## config.mk

```make
export PLATFORM = sky130hd
export DESIGN_NAME = sync_fifo_param
export DESIGN_NICKNAME = d
export VERILOG_FILES = /design/src/rtl/fifo_pkg.sv /design/src/rtl/fifo_mem_2p.sv /design/src/rtl/sync_fifo_param.sv
export SDC_FILE = /design/constraint.sdc
export NUM_CORES = 1
export LEC_CHECK = 0
export ABC_AREA = 1
export CORE_MARGIN = 3
export CORE_UTILIZATION = 43
export DETAILED_ROUTE_END_ITERATION = 8
export GPL_ROUTABILITY_DRIVEN = 0
export PLACE_DENSITY = 0.66
export SLEW_MARGIN = 40
export SYNTH_ARGS = -nofsm -noshare
export SYNTH_HDL_FRONTEND = slang
export SYNTH_SLANG_ARGS = --single-unit
```

## constraint.sdc

```tcl
create_clock -name clk -period 3.4 [get_ports clk]
set_input_delay 0.34 -clock clk [delete_from_list [all_inputs] [get_ports clk]]
set_output_delay 0.34 -clock clk [all_outputs]
set_load 0.05 [all_outputs]
```

## src/rtl/fifo_pkg.sv

```systemverilog
// Shared helpers and types for the parametrised synchronous FIFO family.
// Width helpers and the depth legality check are used by sync_fifo_param.
package fifo_pkg;

  function automatic int width_for(input int n);
    return (n <= 2) ? 1 : $clog2(n);
  endfunction

  function automatic bit is_pow2(input int n);
    return (n >= 2) && ((n & (n - 1)) == 0);
  endfunction

  // Pointer/count types for the default 16-entry configuration.
  typedef logic [width_for(16)-1:0]     ptr16_t;
  typedef logic [width_for(16 + 1)-1:0] cnt16_t;

endpackage

```

## src/rtl/fifo_mem_2p.sv

```systemverilog
// Simple dual-port register array: one write port, one registered read port.
// The read register clears on reset so in-flight reads are discarded.
module fifo_mem_2p #(
  parameter int DATA_W = 32,
  parameter int DEPTH  = 16,
  localparam int PTR_W = fifo_pkg::width_for(DEPTH)
) (
  input  logic              clk,
  input  logic              reset,
  input  logic              we,
  input  logic [PTR_W-1:0]  waddr,
  input  logic [DATA_W-1:0] wdata,
  input  logic              re,
  input  logic [PTR_W-1:0]  raddr,
  output logic [DATA_W-1:0] rdata
);

  logic [DATA_W-1:0] mem [DEPTH];

  always_ff @(posedge clk) begin
    if (we) mem[waddr] <= wdata;
  end

  // A same-edge write to raddr (full with read+write) returns the old entry.
  always_ff @(posedge clk) begin
    if (reset)   rdata <= '0;
    else if (re) rdata <= mem[raddr];
  end

endmodule

```

## src/rtl/sync_fifo_param.sv

```systemverilog
// Parametrised synchronous FIFO with almost flags, read-valid strobe and
// sticky overflow/underflow. All status is decoded from registered state.
module sync_fifo_param
  import fifo_pkg::*;
#(
  parameter int DATA_W   = 32,
  parameter int DEPTH    = 16,
  parameter int AF_LEVEL = DEPTH - 2,
  parameter int AE_LEVEL = 2,
  localparam int PTR_W   = width_for(DEPTH),
  localparam int CNT_W   = width_for(DEPTH + 1)
) (
  input  logic              clk,
  input  logic              reset,
  input  logic              w_en,
  input  logic [DATA_W-1:0] data_in,
  input  logic              r_en,
  output logic [DATA_W-1:0] data_out,
  output logic              rd_valid,
  output logic              empty,
  output logic              full,
  output logic              almost_empty,
  output logic              almost_full,
  output logic [CNT_W-1:0]  count,
  output logic              overflow,
  output logic              underflow
);

  localparam bit DEPTH_OK = is_pow2(DEPTH);

  if (!DEPTH_OK) begin : g_bad_depth
    $error("sync_fifo_param: DEPTH must be a power of 2 and >= 2");
  end

  localparam logic [CNT_W-1:0] DEPTH_C = CNT_W'(DEPTH);
  localparam logic [CNT_W-1:0] AF_C    = CNT_W'(AF_LEVEL);
  localparam logic [CNT_W-1:0] AE_C    = CNT_W'(AE_LEVEL);

  logic [PTR_W-1:0] wr_ptr;
  logic [PTR_W-1:0] rd_ptr;
  logic             wr_acc;
  logic             rd_acc;

  assign empty        = (count == '0);
  assign full         = (count == DEPTH_C);
  assign almost_empty = (count <= AE_C);
  assign almost_full  = (count >= AF_C);

  // Writing while full is legal only alongside an accepted read.
  assign wr_acc = w_en & (~full | r_en);
  assign rd_acc = r_en & ~empty;

  always_ff @(posedge clk) begin
    if (reset) begin
      wr_ptr    <= '0;
      rd_ptr    <= '0;
      count     <= '0;
      rd_valid  <= 1'b0;
      overflow  <= 1'b0;
      underflow <= 1'b0;
    end else begin
      if (wr_acc) wr_ptr <= wr_ptr + PTR_W'(1);
      if (rd_acc) rd_ptr <= rd_ptr + PTR_W'(1);
      case ({wr_acc, rd_acc})
        2'b10:   count <= count + CNT_W'(1);
        2'b01:   count <= count - CNT_W'(1);
        default: count <= count;
      endcase
      rd_valid  <= rd_acc;
      overflow  <= overflow  | (w_en & ~wr_acc);
      underflow <= underflow | (r_en & empty);
    end
  end

  fifo_mem_2p #(
    .DATA_W (DATA_W),
    .DEPTH  (DEPTH)
  ) u_mem (
    .clk   (clk),
    .reset (reset),
    .we    (wr_acc),
    .waddr (wr_ptr),
    .wdata (data_in),
    .re    (rd_acc),
    .raddr (rd_ptr),
    .rdata (data_out)
  );

endmodule

```

Word level (Yosys, flattened, before mapping)
Memory sizes are Yosys's and may differ from the RTL's. A register that Yosys moved wholly into a read port is not among the register bits.
Cells that the tools add are included.
{"block": "word_totals", "ramBits": 512, "regBits": 16, "inputBits": 36, "n_memories": 1, "out_inout_bits": 44, "word_cells": 31}
{"block": "op_classes", "magnitude_cmp": 2, "add_sub_neg": 4, "n_eq_ne": 3, "bitwise": 10, "reduce_logical": 2, "n_mux": 3}
{"name": "u_mem.mem", "depth": 16, "word_bits": 32, "rd": 1, "rd_ports_with_merged_regs": 1, "wr": 1, "line_no": "fifo_mem_2p.sv:18", "rtl": "logic [DATA_W-1:0] mem [DEPTH];"}
{"cell": "one-hot mux 5 bit (2 select lines)", "n": 1}
{"cell": "adder 4 x 1 -> 4 bit (second input constant)", "n": 2}
{"cell": "adder 5 x 1 -> 5 bit (second input constant)", "n": 1}
{"cell": "== test 5 bit (second input constant)", "n": 1}
{"cell": ">= comparator 5 x 4 -> 1 bit (second input constant)", "n": 1}
{"cell": "<= comparator 5 x 2 -> 1 bit (second input constant)", "n": 1}
{"cell": "zero test 5 bit", "n": 1}
{"cell": "subtractor 5 x 1 -> 5 bit (second input constant)", "n": 1}
{"cell": "AND 1 bit", "n": 4}
{"cell": "inverter 1 bit", "n": 3}
{"cell": "bitwise OR 1 bit", "n": 3}
{"cell": "== test 2 x 1 -> 1 bit (second input constant)", "n": 1}
{"cell": "== test 2 bit (second input constant)", "n": 1}
{"cell": "2-to-1 mux 1 bit", "n": 2}
{"cell": "nonzero test 2 bit", "n": 1}

Logic depth before layout (Yosys ltp)
{"block": "logic_depth", "depth_word": 7, "mapped_depth": 16, "depth_no_buf": 16}

Modules after synthesis
Synthesis repeated with hierarchy kept, for this count alone.
{"block": "hier_totals", "hier_cells": 2004, "area_unflattened_um2": 22826.9}
{"module": "fifo_mem_2p", "seq_area_each_um2": 16015.4, "area_per_inst_um2": 21893.5, "cells_each": 1874, "n_inst": 1}
{"module": "sync_fifo_param", "seq_area_each_um2": 320.3, "area_per_inst_um2": 933.4, "cells_each": 130, "n_inst": 1}

Least setup slack after synthesis
No wires, ideal clock.
{"block": "synth_timing", "kind": "register to register", "start": "reg count[0]", "end": "mem u_mem.mem[0][0], enable pin", "required_ns": 2.979, "path_buffers": 0, "period_less_slack_ns": 3.363, "setup_time_ns": 0.421, "arrival_ns": 2.942, "stages_incl_launch_ff": 9, "path_slack_ns": 0.037, "cell_sequence": "dfxtp_1 inv_1 nand3_1 nor2_1 nand2_1 nand2_2 inv_2 nand2_1 nor2_1"}
{"block": "synth_via", "elab_chain_len": 6}
{"item": "from (decl)", "line_no": "sync_fifo_param.sv:24", "rtl": "output logic [CNT_W-1:0] count,"}
{"item": "from (signal assigned)", "line_no": "sync_fifo_param.sv:65", "rtl": "2'b10: count <= count + CNT_W'(1);"}
{"item": "from (signal assigned)", "line_no": "sync_fifo_param.sv:66", "rtl": "2'b01: count <= count - CNT_W'(1);"}
{"item": "from (signal assigned)", "line_no": "sync_fifo_param.sv:67", "rtl": "default: count <= count;"}
{"item": "== test 5 bit", "line_no": "sync_fifo_param.sv:45", "rtl": "assign full = (count == DEPTH_C);"}
{"item": "via full", "line_no": "sync_fifo_param.sv:21", "rtl": "output logic full,"}
{"item": "inverter 1 bit", "line_no": "sync_fifo_param.sv:50", "rtl": "assign wr_acc = w_en & (~full | r_en);"}
{"item": "bitwise OR 1 bit", "line_no": "sync_fifo_param.sv:50"}
{"item": "AND 1 bit", "line_no": "sync_fifo_param.sv:50"}
{"item": "2-to-1 mux 1 bit", "line_no": "fifo_mem_2p.sv:21", "rtl": "if (we) mem[waddr] <= wdata;"}
{"item": "2-to-1 mux 1 bit (not written as such)", "line_no": "fifo_mem_2p.sv:21"}
{"item": "to (decl)", "line_no": "fifo_mem_2p.sv:18"}
The timed path passes the listed nets, and every way through them passes these cells.

Final worst setup path
{"block": "layout_timing", "start": "reg count[2]", "end": "out almost_full"}
{"block": "layout_via", "elab_chain_len": 1}
{"item": ">= comparator 5 x 4 -> 1 bit", "line_no": "sync_fifo_param.sv:47", "rtl": "assign almost_full = (count >= AF_C);"}
{"item": "to (decl)", "line_no": "sync_fifo_param.sv:23", "rtl": "output logic almost_full,"}
Every way passes these cells.

==> impl_metrics.yaml <==
global_route:
  grt_pass1_wl_um: 88140
  number_of_antenna_violations_at_the_first_check_in_global_routing: 0
  grt_start_max_net_pins: 131
  gr-total-overflow: 0
  via_count_of_the_first_global_routing_pass: 15714
  track_usage_pct: 19.63
timing:
  report.final.setup_viol: 0
  fin_hold_ws_ns: 0.1789
  max-slew-margin-rel_pct: 48.59
  final_min_period_ns: 2.576
  finalWorstSetupSlack_ns: 0.8241
  slew_viol_final: 0
  worst_clock_skew_ns: 0.01307
  max_freq_mhz: 388.2
  final_hold_viol_count: 0
  fin_tns_setup_ns: 0
  tightest_slew_ns: 0.7712
  final_min_period_over_clock_period_pct: 75.76
  rsz_0062_raised_after_global_routing: "false"
drt:
  finalWirelength_um: 57090
  final_antenna_net_count: 0
  drt_pass1_iterations: 5
  drt-vias-per-instance: 5.023
  detail_route.iter0.violations: 1319
  drc: 0
  vias: 15893
  detail_route.wl_per_cell_um: 18.04
placed_design:
  instance_count_after_placement_with_tap_cells_included: 3059
  hpwlAfterDp_um: 31200
  numPortBuffers: 79
  detailed_place.area_um2: 25370
  pre_cts_slack_ns: 0.7444
synth:
  post_synth.cell_area_avg_um2: 10.28
  ys_dominant_reg_cell: "edfxtp_1"
  synthesis.area_um2: 23810
  synth-async-reset-ratio_pct: 0
  yosysSeqAreaShare_pct: 68.61
  synth-edff-count: 512
  ys_top_cells_by_area: "edfxtp_1 (65%), nand2_1 (13%), nand3_1 (7.6%)"
  yosys.area.top_type_share_pct: 64.58
  synth_unique_cells: 27
  ys_warn_count: 0
  syn_inst: 2315
  yosys_register_bits: 560
  yosysTopAreaCell: "edfxtp_1"
  mapped_nets: 2360
floorplan:
  dieWidth_um: 241.3
  placementRows: 85
  core_area_um2: 54350
  die-height_um: 241.3
  effective_utilization_at_floorplan_pct: 43.81
  io_pins: 80
  die-area_um2: 58230
flow_run:
  cap_violations: 0
pwr:
  pwr-share-comb_pct: 26.3
  ir_worst_vdd_mv: 0.4556
  powerDensity_nw_per_um2: 721.8
  share_clk_of_total_power_pct: 32.9
  switching_power_w: 0.006455
  internal_power_w: 0.01327
  power.share.sequential_pct: 40.8
  p_leak_nw: 11.31
  p_sw_share_pct: 32.73
finish:
  antenna-diode-count: 0
  num-fill-cells: 4751
  multi_input_area_um2: 5697
  final_nets: 2424
  post_layout_nonfiller_instances: 3164
  layout_commonest_cell: "nand2_1"
  final_area_um2: 27320
  areaGrowthSynthToFinish_pct: 14.76
  ratio_of_cells_with_drive_above_1_in_the_final_layout_pct: 6.763
  layout_common_cells: "nand2_1 (832), edfxtp_1 (512), nand3_1 (360)"
  seq_area_um2: 16350
critical_path:
  crit_type: "flop to primary output"
  crit_path_top_delay_cell: "clkdlybuf4s50_1"
  worstSetupEndpointType: "primary output"
  cp_data_required_time_ns: 3.06
  critPathMaxStageDelay_ns: 0.85
  crit_path_cell_trace: "inv_1, o31ai_1, clkdlybuf4s50_1"
  path_max_fanout: 5
  critPathArrivalTime_ns: 2.24
  critPathLaunchType: "flop"
cts:
  cts_setup_buffers: 0
  insertion_delay_ns: 0.60
  ctsLongestPathBuffers: 3
  cts_hold_repair.buffers: 0
  cts.sink_count: 560
  tritoncts: "done"
  clock_tree.root_cell: "clkbuf_16"
  cts.htree.levels: 2
  clk_pin_slew_worst_paths_ns: 0.06
  post_cts_resize_count: 0
  cts-buffers-inserted: 57
outcome:
  status: "finished clean"
hold_path:
  hp-class: "primary input to flop"
## metal layers
metal / track usage (%) / vias to the layer above / routed length [um]
met4: 6.391 / 0 / 1690
met3: 3.381 / 106 / 3657
met5: 0 / - / 0
li1: - / 7631 / -
met1: 25.31 / 7620 / 23780
met2: 33.91 / 536 / 27960
## worst paths after layout
check	slack, ns	cells after the start	endpoint	from
min reg2reg	0.48	2	overflow	overflow
max	0.82	3	almost_full	count[2]
min	0.18	2	overflow	reset
max reg2reg	0.97	15	count[4]	count[2]
## power by group through the flow
stage	Clock (W)	Sequential, W	Combinational, W
finish	0.00648	0.00805	0.00519
global placement	0	0.00818	0.00515
detailed placement	0	0.00819	0.00521
CTS	0.00660	0.00805	0.00524
floorplan	0	0.00873	0.00327
global route	0.00689	0.00808	0.00575
## final cells by class
type | count | share of cell area [%]
Multi-Input combinational cell | 1322 | 20.85
Tap cell | 739 | 3.384
Timing Repair Buffer | 124 | 4.415
Clock buffer | 66 | 5.610
Inverter | 314 | 4.382
Clock inverter | 39 | 1.534
Sequential cell | 560 | 59.83
## cells in the mapped netlist, types with 2 or more instances
cell type,instances
a21oi_1,15
buf_1,11
buf_2,53
buf_4,11
buf_6,20
clkbuf_1,23
dfxtp_1,48
edfxtp_1,512
ha_1,9
inv_1,310
inv_2,3
nand2_1,832
nand2_2,2
nand3_1,360
nor2_1,84
o21ai_0,7
xor2_1,5
## cell families after synthesis
kind of cell	share of synthesized area, %
buf+inv	7.967
xor+xnor	0.2207
simple gates	22.15
compound gates	0.5833
fa+ha+maj	0.4730
flops	68.61
## metrics by stage
step	util, %	total power (W)
after CTS	50.27	0.01989
final	50.28	0.01972
after global placement	46.66	0.01333
after detailed placement	46.67	0.01340
after global routing	50.28	0.02072
after floorplan	-	0.01200
## worst max-delay path: cells and delay by family, from the launching register on
family | cells | cell delay [ns]
buffers and inverters | 2 | 0.96
DFF | 1 | 0.41
AOI/OAI and AO/OA | 1 | 0.27
## flip-flops by register name (all words and copies together) (netlist names)
name,cells
u_mem.mem,512
u_mem.rdata,32
count,5
rd_ptr,4
wr_ptr,4
overflow,1
rd_valid,1
underflow,1
Note: power is estimated with default switching activity, not from simulation.
